===== src/rtl/vip_switch_input_scheduler_pkg.sv =====
// rtl/vip_switch_input_scheduler_pkg.sv - shared types and elaboration helpers for the video switch input scheduler
package vip_switch_pkg;

    localparam int MIN_INPUTS = 2;
    localparam int MAX_INPUTS = 8;

    typedef enum logic [1:0] {
        IDLE     = 2'd0,
        WAIT_SOP = 2'd1,
        IN_PKT   = 2'd2
    } sched_state_e;

    function automatic int clog2(input int value);
        int result;
        result = 0;
        for (int v = value - 1; v > 0; v = v >> 1) begin
            result = result + 1;
        end
        return result;
    endfunction

    function automatic bit sel_width_ok(input int sel_width, input int num_inputs);
        return (sel_width >= clog2(num_inputs)) &&
               (num_inputs >= MIN_INPUTS) && (num_inputs <= MAX_INPUTS);
    endfunction

endpackage


===== src/rtl/vip_switch_input_scheduler_if.sv =====
// rtl/vip_switch_input_scheduler_if.sv - per-input and output video stream bundle of the input scheduler
interface vip_switch_input_scheduler_if #(
    parameter int NUM_INPUTS = 2,
    parameter int DATA_WIDTH = 24
);
    logic [NUM_INPUTS-1:0]            in_valid;
    logic [NUM_INPUTS-1:0]            in_sop;
    logic [NUM_INPUTS-1:0]            in_eop;
    logic [NUM_INPUTS*DATA_WIDTH-1:0] in_data;
    logic [NUM_INPUTS-1:0]            in_ready;
    logic                             out_valid;
    logic                             out_sop;
    logic                             out_eop;
    logic [DATA_WIDTH-1:0]            out_data;
    logic                             out_ready;

    // master: input FIFOs plus output stage; slave: the scheduler
    modport master (
        output in_valid, in_sop, in_eop, in_data, out_ready,
        input  in_ready, out_valid, out_sop, out_eop, out_data
    );

    modport slave (
        input  in_valid, in_sop, in_eop, in_data, out_ready,
        output in_ready, out_valid, out_sop, out_eop, out_data
    );
endinterface


===== src/rtl/vip_switch_input_scheduler_plane_counter.sv =====
// rtl/vip_switch_input_scheduler_plane_counter.sv - colour-plane position tracker with clear-on-sop and start-of-sample decode
module vip_switch_plane_counter
    import vip_switch_pkg::*;
#(
    parameter int NUMBER_OF_COLOUR_PLANES      = 3,
    parameter int LOG2_NUMBER_OF_COLOUR_PLANES = 2
) (
    input  logic                                    clk,
    input  logic                                    rst,
    input  logic                                    hd_sdn_i,
    input  logic                                    accept_i,
    input  logic                                    sop_i,
    output logic [LOG2_NUMBER_OF_COLOUR_PLANES-1:0] plane_o,
    output logic                                    start_of_sample_o
);
    localparam bit SINGLE_PLANE = (NUMBER_OF_COLOUR_PLANES == 1);
    localparam logic [LOG2_NUMBER_OF_COLOUR_PLANES-1:0] PLANE_LAST =
        LOG2_NUMBER_OF_COLOUR_PLANES'(NUMBER_OF_COLOUR_PLANES - 1);

    logic [LOG2_NUMBER_OF_COLOUR_PLANES-1:0] plane_q;
    logic [LOG2_NUMBER_OF_COLOUR_PLANES-1:0] plane_d;
    logic [LOG2_NUMBER_OF_COLOUR_PLANES-1:0] plane_idx;

    // An sop beat is plane 0 whatever the register holds from the previous packet
    assign plane_idx = (SINGLE_PLANE || sop_i) ? '0 : plane_q;

    always_comb begin
        plane_d = plane_q;
        if (accept_i) begin
            plane_d = (SINGLE_PLANE || (plane_idx == PLANE_LAST)) ? '0 : plane_idx + 1'b1;
        end
    end

    always_ff @(posedge clk or posedge rst) begin
        if (rst) begin
            plane_q <= '0;
        end else begin
            plane_q <= plane_d;
        end
    end

    assign plane_o           = plane_idx;
    assign start_of_sample_o = hd_sdn_i || SINGLE_PLANE || (plane_idx == '0);

endmodule


===== src/rtl/vip_switch_input_scheduler.sv =====
// rtl/vip_switch_input_scheduler.sv - packet-boundary input scheduler; VIPSW_DRAIN_UNSELECTED_EN discards beats of unselected inputs
module vip_switch_input_scheduler
    import vip_switch_pkg::*;
#(
    parameter int NUM_INPUTS                   = 2,
    parameter int SEL_WIDTH                    = 3,
    parameter int DATA_WIDTH                   = 24,
    parameter int NUMBER_OF_COLOUR_PLANES      = 3,
    parameter int LOG2_NUMBER_OF_COLOUR_PLANES = 2
) (
    input  logic                 clk,
    input  logic                 rst,
    input  logic                 hd_sdn,
    input  logic [SEL_WIDTH-1:0] ctrl_sel,
    input  logic                 ctrl_commit,
    output logic                 ctrl_pending,
    output logic                 switch_done,
    output logic [SEL_WIDTH-1:0] active_sel,
    output logic                 err_partial_sample,
    output logic                 out_start_of_sample,
    vip_switch_input_scheduler_if.slave bus
);
    localparam bit SEL_WIDTH_OK = sel_width_ok(SEL_WIDTH, NUM_INPUTS);
    localparam logic [SEL_WIDTH:0] SEL_LIMIT = (SEL_WIDTH + 1)'(NUM_INPUTS);
    localparam logic [LOG2_NUMBER_OF_COLOUR_PLANES-1:0] PLANE_LAST =
        LOG2_NUMBER_OF_COLOUR_PLANES'(NUMBER_OF_COLOUR_PLANES - 1);

`ifdef VIPSW_DRAIN_UNSELECTED_EN
    localparam logic UNSEL_READY = 1'b1;
`else
    localparam logic UNSEL_READY = 1'b0;
`endif

    if (!SEL_WIDTH_OK) begin : g_bad_params
        $error("vip_switch_input_scheduler: SEL_WIDTH too small or NUM_INPUTS out of range");
    end

    sched_state_e           state_q, state_d;
    logic [SEL_WIDTH-1:0]   active_sel_q, active_sel_d;
    logic [SEL_WIDTH-1:0]   pend_sel_q, pend_sel_d;
    logic                   pend_q, pend_d;
    logic                   done_q, done_d;
    logic                   err_q, err_d;

    logic                   sel_valid, sel_sop, sel_eop;
    logic [DATA_WIDTH-1:0]  sel_data;
    logic                   passing, draining, sel_ready;
    logic                   pkt_accept, eop_accept, pass_sop;
    logic                   commit_ok, have_pend, apply, err_set;
    logic [NUM_INPUTS-1:0]  in_ready;
    logic [LOG2_NUMBER_OF_COLOUR_PLANES-1:0] plane;

    always_comb begin : input_mux
        sel_valid = 1'b0;
        sel_sop   = 1'b0;
        sel_eop   = 1'b0;
        sel_data  = '0;
        for (int i = 0; i < NUM_INPUTS; i++) begin
            if (active_sel_q == SEL_WIDTH'(i)) begin
                sel_valid = bus.in_valid[i];
                sel_sop   = bus.in_sop[i];
                sel_eop   = bus.in_eop[i];
                sel_data  = bus.in_data[i*DATA_WIDTH +: DATA_WIDTH];
            end
        end
    end

    // While hunting for a packet start, non-sop beats are silently consumed
    assign passing    = (state_q == IN_PKT) || ((state_q == WAIT_SOP) && sel_sop);
    assign draining   = (state_q == WAIT_SOP) && !sel_sop;
    assign sel_ready  = passing ? bus.out_ready : draining;
    assign pkt_accept = passing && sel_valid && bus.out_ready;
    assign eop_accept = pkt_accept && sel_eop;
    assign pass_sop   = passing && sel_sop;

    always_comb begin : ready_fanout
        in_ready = '0;
        for (int i = 0; i < NUM_INPUTS; i++) begin
            if (state_q == IDLE) begin
                in_ready[i] = 1'b0;
            end else if (active_sel_q == SEL_WIDTH'(i)) begin
                in_ready[i] = sel_ready;
            end else begin
                in_ready[i] = UNSEL_READY;
            end
        end
    end

    assign bus.in_ready  = in_ready;
    assign bus.out_valid = passing && sel_valid;
    assign bus.out_sop   = pass_sop;
    assign bus.out_eop   = passing && sel_eop;
    assign bus.out_data  = sel_data;

    vip_switch_plane_counter #(
        .NUMBER_OF_COLOUR_PLANES      (NUMBER_OF_COLOUR_PLANES),
        .LOG2_NUMBER_OF_COLOUR_PLANES (LOG2_NUMBER_OF_COLOUR_PLANES)
    ) u_plane_counter (
        .clk               (clk),
        .rst               (rst),
        .hd_sdn_i          (hd_sdn),
        .accept_i          (pkt_accept),
        .sop_i             (pass_sop),
        .plane_o           (plane),
        .start_of_sample_o (out_start_of_sample)
    );

    assign commit_ok = ctrl_commit && ({1'b0, ctrl_sel} < SEL_LIMIT);
    assign have_pend = pend_q || commit_ok;
    assign err_set   = eop_accept && !hd_sdn && (plane != PLANE_LAST);

    always_comb begin : next_state
        state_d      = state_q;
        active_sel_d = active_sel_q;
        pend_sel_d   = commit_ok ? ctrl_sel : pend_sel_q;
        pend_d       = have_pend;
        done_d       = 1'b0;
        apply        = 1'b0;
        err_d        = err_set ? 1'b1 : (commit_ok ? 1'b0 : err_q);
        unique case (state_q)
            IDLE: begin
                if (have_pend) begin
                    state_d = WAIT_SOP;
                    apply   = 1'b1;
                end
            end
            WAIT_SOP: begin
                if (pkt_accept && !sel_eop) begin
                    state_d = IN_PKT;
                end else if (have_pend && !pkt_accept) begin
                    apply = 1'b1;
                end
            end
            IN_PKT: begin
                if (eop_accept) begin
                    state_d = WAIT_SOP;
                    apply   = have_pend;
                end
            end
            default: state_d = IDLE;
        endcase
        // A commit arriving on the applying cycle itself is honoured (last wins)
        if (apply) begin
            active_sel_d = pend_sel_d;
            pend_d       = 1'b0;
            done_d       = 1'b1;
        end
    end

    always_ff @(posedge clk or posedge rst) begin
        if (rst) begin
            state_q      <= IDLE;
            active_sel_q <= '0;
            pend_sel_q   <= '0;
            pend_q       <= 1'b0;
            done_q       <= 1'b0;
            err_q        <= 1'b0;
        end else begin
            state_q      <= state_d;
            active_sel_q <= active_sel_d;
            pend_sel_q   <= pend_sel_d;
            pend_q       <= pend_d;
            done_q       <= done_d;
            err_q        <= err_d;
        end
    end

    assign ctrl_pending       = pend_q;
    assign switch_done        = done_q;
    assign active_sel         = active_sel_q;
    assign err_partial_sample = err_q;

endmodule

===== src/flat_wrapper.sv =====
// flat-port wrapper written by rule: the top's interface ports become plain ports
module vip_switch_input_scheduler_flat import vip_switch_pkg::*;
#(
    parameter int NUM_INPUTS                   = 2,
    parameter int SEL_WIDTH                    = 3,
    parameter int DATA_WIDTH                   = 24,
    parameter int NUMBER_OF_COLOUR_PLANES      = 3,
    parameter int LOG2_NUMBER_OF_COLOUR_PLANES = 2
)
  (clk, rst, hd_sdn, ctrl_sel, ctrl_commit, ctrl_pending, switch_done, active_sel, err_partial_sample, out_start_of_sample, bus_in_valid, bus_in_sop, bus_in_eop, bus_in_data, bus_out_ready, bus_in_ready, bus_out_valid, bus_out_sop, bus_out_eop, bus_out_data);
  vip_switch_input_scheduler_if #(.NUM_INPUTS(NUM_INPUTS), .DATA_WIDTH(DATA_WIDTH)) bus_i ();
  input  logic clk;
  input  logic rst;
  input  logic hd_sdn;
  input  logic [SEL_WIDTH-1:0] ctrl_sel;
  input  logic ctrl_commit;
  output logic ctrl_pending;
  output logic switch_done;
  output logic [SEL_WIDTH-1:0] active_sel;
  output logic err_partial_sample;
  output logic out_start_of_sample;
  input wire logic [$bits(bus_i.in_valid)-1:0] bus_in_valid;
  input wire logic [$bits(bus_i.in_sop)-1:0] bus_in_sop;
  input wire logic [$bits(bus_i.in_eop)-1:0] bus_in_eop;
  input wire logic [$bits(bus_i.in_data)-1:0] bus_in_data;
  input wire logic [$bits(bus_i.out_ready)-1:0] bus_out_ready;
  output wire logic [$bits(bus_i.in_ready)-1:0] bus_in_ready;
  output wire logic [$bits(bus_i.out_valid)-1:0] bus_out_valid;
  output wire logic [$bits(bus_i.out_sop)-1:0] bus_out_sop;
  output wire logic [$bits(bus_i.out_eop)-1:0] bus_out_eop;
  output wire logic [$bits(bus_i.out_data)-1:0] bus_out_data;
  assign bus_i.in_valid = bus_in_valid;
  assign bus_i.in_sop = bus_in_sop;
  assign bus_i.in_eop = bus_in_eop;
  assign bus_i.in_data = bus_in_data;
  assign bus_i.out_ready = bus_out_ready;
  assign bus_in_ready = bus_i.in_ready;
  assign bus_out_valid = bus_i.out_valid;
  assign bus_out_sop = bus_i.out_sop;
  assign bus_out_eop = bus_i.out_eop;
  assign bus_out_data = bus_i.out_data;
  vip_switch_input_scheduler #(.NUM_INPUTS(NUM_INPUTS), .SEL_WIDTH(SEL_WIDTH), .DATA_WIDTH(DATA_WIDTH), .NUMBER_OF_COLOUR_PLANES(NUMBER_OF_COLOUR_PLANES), .LOG2_NUMBER_OF_COLOUR_PLANES(LOG2_NUMBER_OF_COLOUR_PLANES)) u_core (.clk(clk), .rst(rst), .hd_sdn(hd_sdn), .ctrl_sel(ctrl_sel), .ctrl_commit(ctrl_commit), .ctrl_pending(ctrl_pending), .switch_done(switch_done), .active_sel(active_sel), .err_partial_sample(err_partial_sample), .out_start_of_sample(out_start_of_sample), .bus(bus_i));
endmodule

===== config.mk =====
export PLATFORM = sky130hd
export DESIGN_NAME = vip_switch_input_scheduler_flat
export DESIGN_NICKNAME = d
export VERILOG_FILES = /design/src/rtl/vip_switch_input_scheduler_pkg.sv /design/src/rtl/vip_switch_input_scheduler_if.sv /design/src/rtl/vip_switch_input_scheduler_plane_counter.sv /design/src/rtl/vip_switch_input_scheduler.sv /design/src/flat_wrapper.sv
export SDC_FILE = /design/constraint.sdc
export NUM_CORES = 1
export LEC_CHECK = 0
export ABC_AREA = 1
export BUFFER_PORTS_ARGS = -buffer_cell sky130_fd_sc_hd__buf_2
export CORE_MARGIN = 5
export CORE_UTILIZATION = 37
export DETAILED_ROUTE_END_ITERATION = 16
export PLACE_DENSITY = 0.79
export SYNTH_ARGS = -nofsm -noshare
export SYNTH_HDL_FRONTEND = slang
export SYNTH_SLANG_ARGS = --single-unit

===== constraint.sdc =====
create_clock -name clk -period 1.9 [get_ports clk]
set_input_delay 0.285 -clock clk [delete_from_list [all_inputs] [get_ports clk]]
set_output_delay 0.285 -clock clk [all_outputs]
set_load 0.1 [all_outputs]

# Word level (Yosys, flattened, before mapping)
# Cells that the tools add are included.
# word_totals
register_bits,13
out_inout_bits,36
inputBits,62
# op_classes
n_mux,29
magnitude_cmp,1
n_eq_ne,8
addsub,1
n_reduce_logical,24
# ops
cell,n
two-way mux 24 bit,2
two-way mux 1 bit,19
logical AND 1 bit,12
two-way mux 2 bit,5
one-hot mux 2 bit (3 select lines),1
"== test 2 bit, second input constant",2
logical NOT 1 bit,4
logical NOT 2 bit,2
"inequality test 2 x 1 -> 1 bit, second input constant",2
"inequality test 2 bit, second input constant",2
"== test 3 x 1 -> 1 bit, second input constant",1
logical NOT 3 bit,1
logical OR 1 bit,3
"less-than comparator 3 x 2 -> 1 bit, second input constant",1
two-way mux 3 bit,1
one-hot mux 1 bit (3 select lines),1
AND reduction 3 bit,1
"adder 2 x 1 -> 2 bit, second input constant",1
"== test 2 x 1 -> 1 bit, second input constant",1
nonzero test 2 bit,1

# Depth between registers and ports, before layout
# depth
word_depth,13
mapped_depth,11
ltp_nobuf,10

# By module
# A second synthesis with hierarchy kept.
# unflattened
cells_unflattened,138
area_unflattened_um2,1039.7
# modules_own_cells
module,seq_area_each_um2,cells_each,area_per_inst_um2,instances
vip_switch_input_scheduler,275.3,119,918.4,1
vip_switch_plane_counter,50.0,19,121.4,1

# Worst setup path before layout
# OpenSTA, ideal clock, no wires.
# synth_timing
path_kind,flip-flop to output port
from,register u_core.active_sel_q[2] (netlist: u_core.active_sel[2])
to,output port bus_out_eop
setup_slack_ps,-1445
stages_incl_launch_ff,9
t_arrival_ps,3060
required_ps,1615
path_buffers,1
cell_sequence,dfrtp_1 -> nor2_2 -> buf_6 -> nand3_2 -> nand2_1 -> nand2_1 -> nand2_2 -> inv_1 -> a21oi_1
# synth_between
elab_chain_len,6
elab_cells_between_ends,9
classes_between,eq/ne: 1; mux: 4; reduce/logical: 4
# synth_rtl
item,line_no,rtl
"start, declared",vip_switch_input_scheduler.sv:39,"logic [SEL_WIDTH-1:0] active_sel_q, active_sel_d;"
"start signal, assigned",vip_switch_input_scheduler.sv:160,active_sel_q <= active_sel_d;
logical NOT 3 bit,vip_switch_input_scheduler.sv:59,if (active_sel_q == SEL_WIDTH'(i)) begin
two-way mux 1 bit (2 in series),vip_switch_input_scheduler.sv:59,
logical AND 1 bit,vip_switch_input_scheduler.sv:69,assign passing = (state_q == IN_PKT) || ((state_q == WAIT_SOP) && sel_sop);
logical OR 1 bit,vip_switch_input_scheduler.sv:69,
logical AND 1 bit (*),vip_switch_input_scheduler.sv:92,assign bus.out_eop = passing && sel_eop;
"end, declared",flat_wrapper.sv:30,output wire logic [$bits(bus_i.out_eop)-1:0] bus_out_eop;
# Mark *: on every way between the ends. The rest lies on a longest branch, timed or not.

# Worst setup path in the final report
# Same ends and word-level chain as after synthesis.

==> flow_summary_export.csv <==
group,metric,value,unit
place,hpwl,3.765,mm
logic_synthesis,synth.distinct_cells,18,
worst_setup_path,slowest_delay,0.51,ns
global_route,grt_max_degree,28,
logic_synthesis,synth_edf_count,0,
floorplan,dieHeight,64.40,um
clocking,root_buffer,"clkbuf_4",
floorplan,die-area,4147,um^2
clocking,cts.sinks,13,
worst_setup_path,reg2reg_depth,12,
run_status,failed_checks,"negative setup slack",
clocking,path_clk_slew,0.08,ns
logic_synthesis,yosys.area_share.simple,57.03,%
worst_setup_path,start_kind,"register",
power,power.density,2251,nW/um^2
worst_setup_path,worst_path_most_repeated_cell,"nand2_2",
worst_setup_path,cp_data_required_time,1.62,ns
worst_setup_path,cp_cell_sequence,"nor2_4 -> nand3_2 -> nand2_2 -> nand2_2 -> nand2_2 -> inv_2 -> buf_6 -> a21oi_4 -> buf_12",
timing,final-setup-viol-count,39,
timing,rsz0062_at_grt,"true",
timing,whs,0.009285,ns
detailed_routing,vias,1916,
logic_synthesis,ys_seq_area_share,29.71,%
logic_synthesis,yosys.area_share.adder,0,%
logic_synthesis,synth_flop_cell,"dfrtp_1",
floorplan,coreArea,2805,um^2
power,finalPower,5.863,mW
place,dp.cells,309,
clocking,tritoncts,"built",
timing,finalCriticalPeriod,2.245,ns
power,ir_drop,1.687,mV
job,cap_violations,0,
logic_synthesis,synth_warnings,0,
global_route,overflow,0,
global_route,antenna_found_initial,0,
clocking,clockBufferDepth,2,
timing,fmaxAchievable,445.5,MHz
logic_synthesis,synth_top_family_by_area,"simple AND/OR/NAND/NOR gates",
detailed_routing,drtAntennaViolNets,0,
power,leakage,1.373,nW
logic_synthesis,syn_inst,179,
worst_setup_path,cp_max_fo,5,
timing,worst_slack,-0.3445,ns
logic_synthesis,async_flop_share,100.0,%
global_route,grt_pass1_vias,1802,
detailed_routing,drtIter0Drc,180,
clocking,numCtsBuffers,3,
logic_synthesis,ys_ff_latch,13,
detailed_routing,vias_per_cell,5.806,
timing,post-route-period-util,118.1,%
layout,utilization,92.86,%
place,gp_congestion,0.8364,
timing,relSlewSlack,66.41,%
logic_synthesis,synth_mux_area_share,0,%
hold_path,min_path_type,"input pin to async pin",
layout,drive_gt1_share,64.55,%
clocking,clock_latency,0.28,ns
timing,finalMaxSlewViolations,0,
run_status,status,"finished, violations left",
layout,fin_nets,362,
detailed_routing,finalWirelength,7.147,mm
place,pre_cts_slack,-0.04430,ns
timing,finalClockSkew,0.006896,ns
clocking,postCtsHoldBufs,0,
worst_setup_path,setup.worst_path.end_class,"output pin",
logic_synthesis,avgSynthCellArea,6.116,um^2
logic_synthesis,synth_compound_area_share,4.343,%
worst_setup_path,rr_endpoint,"u_core.active_sel[1]",
worst_setup_path,setup.worst_path.class,"register to output pin",
worst_setup_path,reg2reg_from,"u_core.active_sel[2]",
worst_setup_path,cp.arrival,1.96,ns
floorplan,ios,98,
logic_synthesis,netlist_area,1095,um^2
detailed_routing,drtPass1Iterations,4,
detailed_routing,route.detailed.drc,0,
clocking,h-tree-depth,1,
layout,finalNonFillerCells,330,
timing,finalHoldViolCount,0,
layout,nFillCells,99,
layout,most-common-layout-cells,"67 x buf_2, 41 x nand2_1, 30 x buf_12",
floorplan,rows,19,
floorplan,start_util,39.03,%
worst_setup_path,slowest_stage,"dfrtp_4",
global_route,grt_usage,27.32,%
layout,antenna_cells,0,
logic_synthesis,syn_nets,241,
floorplan,die_w,64.40,um
worst_setup_path,r2r_slack,-0.23,ns
detailed_routing,wl_per_cell,21.66,um
layout,area.growth.synth_to_final,137.9,%
place,io_buffers,97,
timing,worst_pin_slew,0.5074,ns
global_route,grt_pass1_wl,8.838,mm
logic_synthesis,synthXorXnorAreaFrac,0,%
layout,final_common_cell,"buf_2",
worst max path at each step:
stage / start / cells after the start / slack, ns / endpoint
2_1_floorplan: u_core.active_sel[2] / 8 / -0.23 / bus_out_eop
3_3_place_gp: u_core.active_sel[2] / 9 / 0.04 / bus_in_ready[0]
3_5_place_dp: u_core.active_sel[2] / 9 / -0.04 / bus_in_ready[0]
4_1_cts: u_core.active_sel[1] / 9 / -0.19 / bus_out_eop
5_1_grt: u_core.active_sel[2] / 9 / -0.43 / bus_out_eop
6_report: u_core.active_sel[2] / 9 / -0.34 / bus_out_eop
power breakdown:
group | leakage (nW) | internal [mW] | switching (mW)
registers | 0.165 | 0.359 | 0.0979
logic | 1.19 | 1.70 | 3.53
clock network | 0.0150 | 0.0816 | 0.0912
layer usage:
layer,GRT usage [%],wire length (um),up-vias
met1,27.69,2183,879
met3,7.531,733,56
met2,50.77,3614,173
li1,-,-,808
met5,0,0,-
met4,13.98,615,0
cells in the mapped netlist (2+ instances only):
library cell | instances | area share [%]
nand2_4 | 2 | 2.1
dfrtp_1 | 13 | 30
nand4_4 | 2 | 3.9
nor2_2 | 4 | 2.3
o21ai_0 | 3 | 1.4
inv_2 | 3 | 1.0
nand2_1 | 76 | 26
nand3_1 | 30 | 14
nor2_1 | 13 | 4.5
o21ai_1 | 4 | 1.8
inv_1 | 14 | 4.8
nand3_2 | 3 | 2.7
clkbuf_1 | 6 | 2.1
nand2_2 | 2 | 1.1
worst max-delay path, delay by kind of cell, from the launching register on:
| family | cells | cell delay, ns |
|---|---|---|
| AND/OR/NAND/NOR | 5 | 0.67 |
| AO/OA/AOI/OAI | 1 | 0.13 |
| flip-flops | 1 | 0.51 |
| buffers and inverters | 3 | 0.37 |
stage by stage:
| stage | setup TNS, ns | instance area (um^2) |
|---|---|---|
| floorplan | -0.9901 | 1340 |
| global placement | 0 | 2316 |
| detailed placement | -0.06990 | 2316 |
| CTS | -3.859 | 2470 |
| global route | -10.65 | 2605 |
| finish | -8.182 | 2605 |
what timing repair did:
item | in CTS | in global routing
endpoints found under the hold margin | 0 | 0
setup buffers | 8 | 10
resized for setup | 19 | 21
pin swaps | 9 | 9
setup endpoints to repair | 30 | 37
cell families after synthesis:
kind of cell / Yosys count
and+or+nand+nor: 133
buffers and inverters: 24
DFF: 13
AOI/OAI and AO/OA: 9
layout make-up:
cell class	instances	area (um^2)	area share (%)
timing repair buffer	123	1157	44.43
multi-input combinational	142	975.9	37.46
inverter	17	70.07	2.690
clock buffer	4	26.28	1.009
sequential	13	336.6	12.92
tap	31	38.79	1.489
flip-flops by register name, summed over array words and instances (netlist names):
| register | flops |
|---|---|
| u_core.pend_sel_q | 3 |
| u_core.err_partial_sample | 1 |
| u_core.active_sel | 3 |
| u_core.switch_done | 1 |
| u_core.ctrl_pending | 1 |
| u_core.u_plane_counter.plane_q | 2 |
| u_core.state_q | 2 |
No activity file was read; power rests on OpenSTA's default activity.
